==> src/rtl/multicycle_control_fsm.sv <==
// Main sequencer for the multi-cycle RV32I core: steps the shared datapath through fetch/decode/execute/memory/writeback.
// Latency: one state per cycle; memory states hold until mem_ready, or trap after MEM_TIMEOUT wait cycles.
// Backpressure: mem_req is held while mem_ready is low; an asynchronous reset drops it immediately.
module multicycle_control_fsm #(
    parameter logic RESET_VECTOR_SEL = 1'b0,
    parameter int   MEM_TIMEOUT      = 255
) (
    input  logic       clk,
    input  logic       rst_n,
    input  logic [6:0] opcode,
    input  logic [2:0] funct3,
    input  logic       funct7b5,
    input  logic       alu_zero,
    input  logic       alu_lt,
    input  logic       alu_ltu,
    input  logic       mem_ready,
    output logic       mem_req,
    output logic       mem_we,
    output logic       adr_src,
    output logic       pc_write,
    output logic       ir_write,
    output logic       reg_write,
    output logic [1:0] alu_src_a,
    output logic [1:0] alu_src_b,
    output logic [1:0] alu_op,
    output logic [1:0] result_src,
    output logic [2:0] imm_sel,
    output logic       illegal_instr,
    output logic [3:0] state
);

    typedef enum logic [3:0] {
        S_RESET    = 4'd0,
        S_FETCH    = 4'd1,
        S_DECODE   = 4'd2,
        S_MEMADR   = 4'd3,
        S_MEMREAD  = 4'd4,
        S_MEMWB    = 4'd5,
        S_MEMWRITE = 4'd6,
        S_EXECR    = 4'd7,
        S_EXECI    = 4'd8,
        S_ALUWB    = 4'd9,
        S_BRANCH   = 4'd10,
        S_JAL      = 4'd11,
        S_JALR     = 4'd12,
        S_UPPER    = 4'd13,
        S_TRAP     = 4'd14
    } state_t;

    localparam logic [6:0] OP_LOAD   = 7'b0000011;
    localparam logic [6:0] OP_STORE  = 7'b0100011;
    localparam logic [6:0] OP_RTYPE  = 7'b0110011;
    localparam logic [6:0] OP_ITYPE  = 7'b0010011;
    localparam logic [6:0] OP_BRANCH = 7'b1100011;
    localparam logic [6:0] OP_JAL    = 7'b1101111;
    localparam logic [6:0] OP_JALR   = 7'b1100111;
    localparam logic [6:0] OP_LUI    = 7'b0110111;
    localparam logic [6:0] OP_AUIPC  = 7'b0010111;

    localparam int CW = (MEM_TIMEOUT < 2) ? 1 : $clog2(MEM_TIMEOUT + 1);
    localparam logic [CW-1:0] TO_LAST = (MEM_TIMEOUT < 1) ? '0 : CW'(MEM_TIMEOUT - 1);

    state_t        cur;
    state_t        nxt;
    logic [CW-1:0] to_cnt;
    logic          waiting;
    logic          timed_out;
    logic          br_taken;
    logic          br_bad;

    // funct7b5 is consumed by the ALU decoder when alu_op = 10, not by the sequencer
    logic unused_ok;
    assign unused_ok = &{1'b0, funct7b5};

    assign state     = cur;
    assign waiting   = ((cur == S_FETCH) || (cur == S_MEMREAD) || (cur == S_MEMWRITE)) && !mem_ready;
    // The wait that would bring the counter up to MEM_TIMEOUT traps instead
    assign timed_out = (MEM_TIMEOUT != 0) && waiting && (to_cnt == TO_LAST);
    assign br_bad    = (funct3 == 3'b010) || (funct3 == 3'b011);

    // Branch condition from the compare flags of rs1 - rs2
    always_comb begin
        br_taken = 1'b0;
        case (funct3)
            3'b000:  br_taken = alu_zero;
            3'b001:  br_taken = !alu_zero;
            3'b100:  br_taken = alu_lt;
            3'b101:  br_taken = !alu_lt;
            3'b110:  br_taken = alu_ltu;
            3'b111:  br_taken = !alu_ltu;
            default: br_taken = 1'b0;
        endcase
    end

    // Next-state selection
    always_comb begin
        nxt = cur;
        case (cur)
            S_RESET:  nxt = S_FETCH;
            S_FETCH:  nxt = mem_ready ? S_DECODE : (timed_out ? S_TRAP : S_FETCH);
            S_DECODE: begin
                case (opcode)
                    OP_LOAD, OP_STORE: nxt = S_MEMADR;
                    OP_RTYPE:          nxt = S_EXECR;
                    OP_ITYPE:          nxt = S_EXECI;
                    OP_BRANCH:         nxt = S_BRANCH;
                    OP_JAL:            nxt = S_JAL;
                    OP_JALR:           nxt = S_JALR;
                    OP_LUI, OP_AUIPC:  nxt = S_UPPER;
                    default:           nxt = S_TRAP;
                endcase
            end
            S_MEMADR:   nxt = (opcode == OP_STORE) ? S_MEMWRITE : S_MEMREAD;
            S_MEMREAD:  nxt = mem_ready ? S_MEMWB : (timed_out ? S_TRAP : S_MEMREAD);
            S_MEMWRITE: nxt = mem_ready ? S_FETCH : (timed_out ? S_TRAP : S_MEMWRITE);
            S_MEMWB:    nxt = S_FETCH;
            S_EXECR:    nxt = S_ALUWB;
            S_EXECI:    nxt = S_ALUWB;
            S_ALUWB:    nxt = S_FETCH;
            S_BRANCH:   nxt = br_bad ? S_TRAP : S_FETCH;
            S_JAL:      nxt = S_ALUWB;
            S_JALR:     nxt = S_ALUWB;
            S_UPPER:    nxt = S_ALUWB;
            S_TRAP:     nxt = S_TRAP;
            default:    nxt = S_TRAP;
        endcase
    end

    // State register, memory wait counter and sticky trap flag
    always_ff @(posedge clk or negedge rst_n) begin
        if (!rst_n) begin
            cur           <= S_RESET;
            to_cnt        <= '0;
            illegal_instr <= 1'b0;
        end else begin
            cur <= nxt;
            if (waiting && (nxt == cur)) begin
                to_cnt <= to_cnt + 1'b1;
            end else begin
                to_cnt <= '0;
            end
            if (nxt == S_TRAP) begin
                illegal_instr <= 1'b1;
            end
        end
    end

    // Datapath controls decoded from the current state
    always_comb begin
        mem_req    = 1'b0;
        mem_we     = 1'b0;
        adr_src    = 1'b0;
        pc_write   = 1'b0;
        ir_write   = 1'b0;
        reg_write  = 1'b0;
        alu_src_a  = 2'b00;
        alu_src_b  = 2'b00;
        alu_op     = 2'b00;
        result_src = 2'b00;
        imm_sel    = 3'b000;
        case (cur)
            S_RESET: adr_src = RESET_VECTOR_SEL;
            S_FETCH: begin
                mem_req    = 1'b1;
                alu_src_b  = 2'b10;
                result_src = 2'b10;
                pc_write   = mem_ready;
                ir_write   = mem_ready;
            end
            S_DECODE: begin
                alu_src_a = 2'b01;
                alu_src_b = 2'b01;
                imm_sel   = 3'b010;
            end
            S_MEMADR: begin
                alu_src_a = 2'b10;
                alu_src_b = 2'b01;
                imm_sel   = (opcode == OP_STORE) ? 3'b001 : 3'b000;
            end
            S_MEMREAD: begin
                mem_req = 1'b1;
                adr_src = 1'b1;
            end
            S_MEMWRITE: begin
                mem_req = 1'b1;
                mem_we  = 1'b1;
                adr_src = 1'b1;
            end
            S_MEMWB: begin
                reg_write  = 1'b1;
                result_src = 2'b01;
            end
            S_EXECR: begin
                alu_src_a = 2'b10;
                alu_op    = 2'b10;
            end
            S_EXECI: begin
                alu_src_a = 2'b10;
                alu_src_b = 2'b01;
                alu_op    = 2'b10;
            end
            S_ALUWB: begin
                reg_write = 1'b1;
                // JALR recomputes the link (old PC + 4) here and writes it straight from the ALU
                if (opcode == OP_JALR) begin
                    alu_src_a  = 2'b01;
                    alu_src_b  = 2'b10;
                    result_src = 2'b10;
                end
            end
            S_BRANCH: begin
                alu_src_a = 2'b10;
                alu_op    = 2'b01;
                pc_write  = br_taken && !br_bad;
            end
            S_JAL: begin
                pc_write  = 1'b1;
                alu_src_a = 2'b01;
                alu_src_b = 2'b10;
            end
            S_JALR: begin
                pc_write   = 1'b1;
                alu_src_a  = 2'b10;
                alu_src_b  = 2'b01;
                result_src = 2'b10;
            end
            S_UPPER: begin
                imm_sel   = 3'b011;
                alu_src_b = 2'b01;
                alu_src_a = (opcode == OP_LUI) ? 2'b10 : 2'b01;
            end
            default: ;
        endcase
    end

endmodule
==> config.mk <==
export PLATFORM = sky130hd
export DESIGN_NAME = multicycle_control_fsm
export DESIGN_NICKNAME = d
export VERILOG_FILES = /design/src/rtl/multicycle_control_fsm.sv
export SDC_FILE = /design/constraint.sdc
export NUM_CORES = 1
export LEC_CHECK = 0
export BUFFER_PORTS_ARGS = -buffer_cell sky130_fd_sc_hd__buf_2
export CAP_MARGIN = 20
export CORE_MARGIN = 2
export CORE_UTILIZATION = 50
export CTS_BUF_LIST = sky130_fd_sc_hd__clkbuf_4
export CTS_CLUSTER_DIAMETER = 150
export DETAILED_ROUTE_END_ITERATION = 8
export GPL_ROUTABILITY_DRIVEN = 0
export PLACE_DENSITY_LB_ADDON = 0.05
export SYNTH_ARGS = -nofsm -noshare
export SYNTH_HDL_FRONTEND = slang
export SYNTH_SLANG_ARGS = --single-unit
==> constraint.sdc <==
create_clock -name clk -period 7.6 [get_ports clk]
set_input_delay 2.28 -clock clk [delete_from_list [all_inputs] [get_ports clk]]
set_output_delay 2.28 -clock clk [all_outputs]
set_load 0.01 [all_outputs]
Word level (Yosys, flattened, before mapping)
Index checks and enable logic that the tools add are counted.
W data, S select, Z words.
Storage, ports and cells
  flip-flop bits (word level): 13
  latch bits: 0
  RAM bits: 0
  ROM bits: 0
  input port bits: 17
  output and inout bits: 22
  memories kept: 0
Operators by class
  add/sub/neg operators: 1
  multiply operators: 0
  divide/modulo/power cells: 0
  $lt $le $gt $ge: 0
  equal/unequal tests: 32
  shift operators: 0
  mux-type cells: 27
  bitwise operators: 0
  reductions and logical operators: 28
Operators with widths (number)
  $pmux W4 S8: 1
  $eq A4 B4 Y1 const B: 7
  $mux W4: 7
  $pmux W4 S7: 1
  $eq A7 B6 Y1 const B: 3
  $eq A7 B7 Y1 const B: 3
  $pmux W2 S3: 3
  $reduce_or A2 Y1: 9
  $eq A4 B3 Y1 const B: 4
  $reduce_or A5 Y1: 3
  $eq A7 B5 Y1 const B: 2
  $eq A3 B3 Y1 const B: 4
  $add A8 B1 Y8 const B: 1
  $eq A4 B2 Y1 const B: 2
  $eq A8 B8 Y1 const B: 1
  $mux W8: 1
  $pmux W2 S4: 1
  $eq A7 B2 Y1 const B: 1
  $mux W1: 7
  $eq A3 B2 Y1 const B: 2
  $mux W2: 3
  $pmux W1 S6: 1
  $reduce_or A3 Y1: 2
  $logic_not A1 Y1: 5
  other kinds (9): 14

Longest topological paths before layout
  word-level depth: 11
  depth in mapped cells: 7
  gate-level depth less buffers: 6

Worst setup path after synthesis
Ideal clock, no wire load.
  path type: input-to-output
  start point: input port opcode[2]
  end point: output port imm_sel[0]
  arrival time: 3.367 ns
  data required time: 5.320 ns
  setup slack: 1.953 ns
  stages on the path: 4
  buffers on the path: 1
  cell sequence: clkbuf_1 -> or4_1 -> nor4_1 -> o21bai_1
Between the ends
  longest elaborated chain between the ends: 3
Ends and longest elaborated chain
  from (decl): RTL line 10  | input logic [6:0] opcode,
  $eq A7 B6 Y1: RTL line 178  | imm_sel = (opcode == OP_STORE) ? 3'b001 : 3'b000;
  $mux W1: RTL line 178
  $pmux W2 S3: RTL line 161  | case (cur)
  to (decl): RTL line 27  | output logic [2:0] imm_sel,
No other way between the ends.

Worst setup path in the final report
Same ends and word-level chain as after synthesis.

==> run_results.csv <==
group,metric,value,unit
timing,timing_max_transition_violations_final,0,
synth,synth.avg_cell_area,7.64,um2
global_route,gr-usage-all-layers,23.2,%
synth,post_synth_fa_ha_maj_area_fraction,2.05,%
power,peakVddDrop,0.246,mV
final_layout,fin_cells,218,
worst_setup_path,critical-path-slowest-cell,"sky130_fd_sc_hd__or4_1",
route,met2WireLength,1.60,mm
final_layout,final_net_count,210,
final_layout,syn_to_layout_area_delta,16.0,%
synth,yosys.cell_types.count,48,
run_status,run_status,"complete, no violations",
route,m1WireLength,1.31,mm
worst_setup_path,worst_ep_arrival_time,3650,ps
route,first_pass_iters,4,
floorplanning,initial_utilization,54.2,%
synth,ys_top_cells_by_count,"sky130_fd_sc_hd__nand2_1, sky130_fd_sc_hd__dfrtp_1, sky130_fd_sc_hd__nor2_1, sky130_fd_sc_hd__inv_1, sky130_fd_sc_hd__nor3_1",
clocking,cts_resized,0,
worst_setup_path,criticalPathCategory,"input pin to primary output",
synth,synth_flop_cell,"sky130_fd_sc_hd__dfrtp_1",
route,drt-vias-per-instance,5.74,
timing,fmax,169,MHz
hold_path,worstHoldPathCells,2,
clocking,cts_tree,"done",
clocking,htreeDepth,1,
floorplanning,std_cell_rows,17,
worst_setup_path,endpoint_kind,"primary output",
global_route,vias_in_the_first_global_route,1127,
clocking,cts_made_buffers,3,
clocking,root_buffer,"sky130_fd_sc_hd__clkbuf_4",
place,post_detailed_placement_cell_area,1390,um2
clocking,hold_buffers,0,
timing,timing.final.crit_period,5930,ps
hold_path,hold_path_class,"flop to flop",
synth,synthTopCellsByArea,"sky130_fd_sc_hd__dfrtp_1, sky130_fd_sc_hd__nand2_1, sky130_fd_sc_hd__xor2_1, sky130_fd_sc_hd__nor3_1, sky130_fd_sc_hd__nor2_1",
job,drv.max_cap_violation_count,0,
global_route,grt_pass1_wl,4.86,mm
global_route,antenna_violations_before_repair,0,
synth,synth-simple-area-share,34.1,%
timing,rsz0062_at_grt,"false",
timing,worst_pin_slew,640,ps
synth,synthesis.instances,160,
synth,syn_nets,179,
route,routed-wl-met3,131,um
power,power.combinational.fraction,58.4,%
hold_path,holdPathEnd,"illegal_instr$_DFFE_PN0N_",
power,netSwitchingPower,221,uW
hold_path,hold_path_startpoint,"illegal_instr$_DFFE_PN0N_",
floorplanning,floorplan.io_pins,39,
synth,synth-edff-count,0,
floorplanning,dieHeight,53.4,um
worst_setup_path,crit-reg2reg-launch,"state[0]$_DFF_PN0_",
power,clock_power_share,10.7,%
final_layout,drive_above_1_share,23.2,%
floorplanning,floorplan.core_area,2250,um2
worst_setup_path,worstPathRequired,5320,ps
route,post_drt_wl_per_cell,14.2,um
final_layout,final_util,62.9,%
worst_setup_path,cells_along_the_critical_path,"buf_2 -> or4_1 -> nor4_1 -> o21bai_1 -> buf_2",
synth,synth.most_common_cell,"sky130_fd_sc_hd__nand2_1",
final_layout,multi_input_area,810,um2
power,seq_power_share,30.9,%
timing,setup_total_negative_slack,0,ps
clocking,cts_sinks,13,
synth,syn_area,1220,um2
clocking,ctsLongestPathBuffers,2,
global_route,globalRoute.totalOverflow,0,
power,sw_ratio,50.9,%
synth,mux_cell_area_share_after_synthesis,1.64,%
synth,synth-seq-cells,13,
final_layout,antenna_cells,0,
place,place.detailed.instances,214,
place,dp_hpwl,2.40,mm
clocking,post-cts-setup-buffers,0,
clocking,clk_transition_reported_paths,80,ps
final_layout,layout.filler_cells,219,
worst_setup_path,reg2reg_setup_slack,5190,ps
worst_setup_path,critPathMaxStageDelay,470,ps
worst_setup_path,startpoint_type,"input pin",
synth,synth_async_sr_flop_share,100,%
route,highest-signal-layer,"met4",
worst_setup_path,timing.reg2reg.worst_path_depth,5,
worst_setup_path,crit_fanout,9,
timing,hold-worst-slack,503,ps
power,power.leakage,0.741,nW
synth,seq_area_frac_synth,26.6,%
route,detailed_route_iter0_violations,18,
floorplanning,dieWidth,53.4,um
route,remaining_drc_errors,0,
timing,period_share,78.0,%
worst_setup_path,r2r-end,"illegal_instr$_DFFE_PN0N_",
global_route,grt_start_max_net_pins,25,
timing,final_hold_vios,0,
power,power.internal,213,uW
synth,yosys.area_share.xor_xnor,6.45,%
power,power.density_cell_area,306,nW/um2
place,io_buffer_count,36,
route,dr_total_vias,1251,
timing,final_worst_clock_skew,0.424,ps
timing,finalSetupViolCount,0,
final_layout,area.sequential,325,um2
timing,timing.slew.headroom,57.3,%
final_layout,final_area,1420,um2
synth,yosysTopAreaCellShare,26.6,%
synth,synth.yosys.warnings,0,
floorplanning,dieArea,2860,um2
synth,dominant_combinational_cell_family_by_area_after_synthesis,"simple AND/OR/NAND/NOR gates",
route,detail-route-antenna-nets,0,
worst_setup_path,critical-path-top-cell-by-count,"sky130_fd_sc_hd__buf_2",
synth,yosysTopAreaCell,"sky130_fd_sc_hd__dfrtp_1",
route,final_routed_wirelength_across_all_metal_layers,3.09,mm
synth,compound_gate_portion_of_the_synthesized_area,21.7,%
clocking,insertion_delay,280,ps
-- sequential cells by signal, summed over array words and instances, names as in the netlist --
register       flops
illegal_instr      1
state              4
to_cnt             8
-- how the worst max path moves through the flow --
stage,startpoint,end,slack (ps),depth (start not counted)
6_report,opcode[2],imm_sel[0],1670,5
5_1_grt,opcode[2],imm_sel[0],1610,5
4_1_cts,opcode[2],imm_sel[0],1700,5
3_5_place_dp,opcode[2],imm_sel[0],1700,5
3_3_place_gp,opcode[2],imm_sel[0],1710,5
2_1_floorplan,opcode[2],imm_sel[0],1950,4
-- final cells by class --
type | instances | area share (%)
clock buffers | 4 | 2.12
inverters | 10 | 2.65
multi-input cells | 127 | 57.1
flip-flops and latches | 13 | 22.9
well taps | 28 | 2.47
repair buffers | 36 | 12.7
-- cells by family after synthesis --
family                     count (synthesis)
muxes                                      2
AOI/OAI and AO/OA                         38
other                                      1
adders and majority gates                  2
xor gates and xnor gates                   9
and+or+nand+nor                           75
buffers and inverters                     20
DFF                                       13
-- metrics by stage --
step | setup slack [ps] | power (mW)
after global placement | 1710 | 0.381
after CTS | 1700 | 0.436
after detailed placement | 1700 | 0.389
final | 1670 | 0.434
after global routing | 1610 | 0.472
after floorplan | 1950 | 0.308
-- per-layer routing --
metal  vias up  track usage (%)
li1        638                -
met1       575             28.4
met2        32             39.5
met3         6             2.54
met4         0             12.4
met5         -                0
-- power by group through the flow --
stage,combinational [mW],clock [mW],sequential (mW)
floorplan,0.208,0,0.0998
global placement,0.246,0,0.135
detailed placement,0.255,0,0.135
CTS,0.256,0.0475,0.133
global route,0.283,0.0485,0.140
finish,0.253,0.0466,0.134
-- cell usage in the layout, fill, tap and decap left out, types with 2 or more instances in the layout --
master	count
sky130_fd_sc_hd__o21bai_1	2
sky130_fd_sc_hd__o22ai_1	2
sky130_fd_sc_hd__or2_2	2
sky130_fd_sc_hd__a21oi_1	6
sky130_fd_sc_hd__nand2_1	14
sky130_fd_sc_hd__buf_2	36
sky130_fd_sc_hd__a31oi_1	2
sky130_fd_sc_hd__xnor2_1	3
sky130_fd_sc_hd__mux2i_1	2
sky130_fd_sc_hd__clkbuf_4	4
sky130_fd_sc_hd__inv_1	10
sky130_fd_sc_hd__and3b_1	3
sky130_fd_sc_hd__and2_1	3
sky130_fd_sc_hd__nand2b_1	7
sky130_fd_sc_hd__nor2_1	12
sky130_fd_sc_hd__o211a_1	2
sky130_fd_sc_hd__a211oi_1	2
sky130_fd_sc_hd__a21o_1	2
sky130_fd_sc_hd__nand3b_1	3
sky130_fd_sc_hd__ha_1	2
sky130_fd_sc_hd__o21ai_0	8
sky130_fd_sc_hd__a211o_1	2
sky130_fd_sc_hd__nor3_1	10
sky130_fd_sc_hd__and3_1	2
sky130_fd_sc_hd__nor2b_1	3
sky130_fd_sc_hd__o21a_1	2
sky130_fd_sc_hd__xor2_1	6
sky130_fd_sc_hd__dfrtp_1	13
sky130_fd_sc_hd__nand3_1	3
sky130_fd_sc_hd__nor4_1	3
sky130_fd_sc_hd__nand4_1	5
-- critical path, delay by kind of cell --
kind            cells  cell delay, ps
simple gates        2             900
buf+inv             2             290
compound gates      1             170
Note: power is estimated with default switching activity, not from simulation.
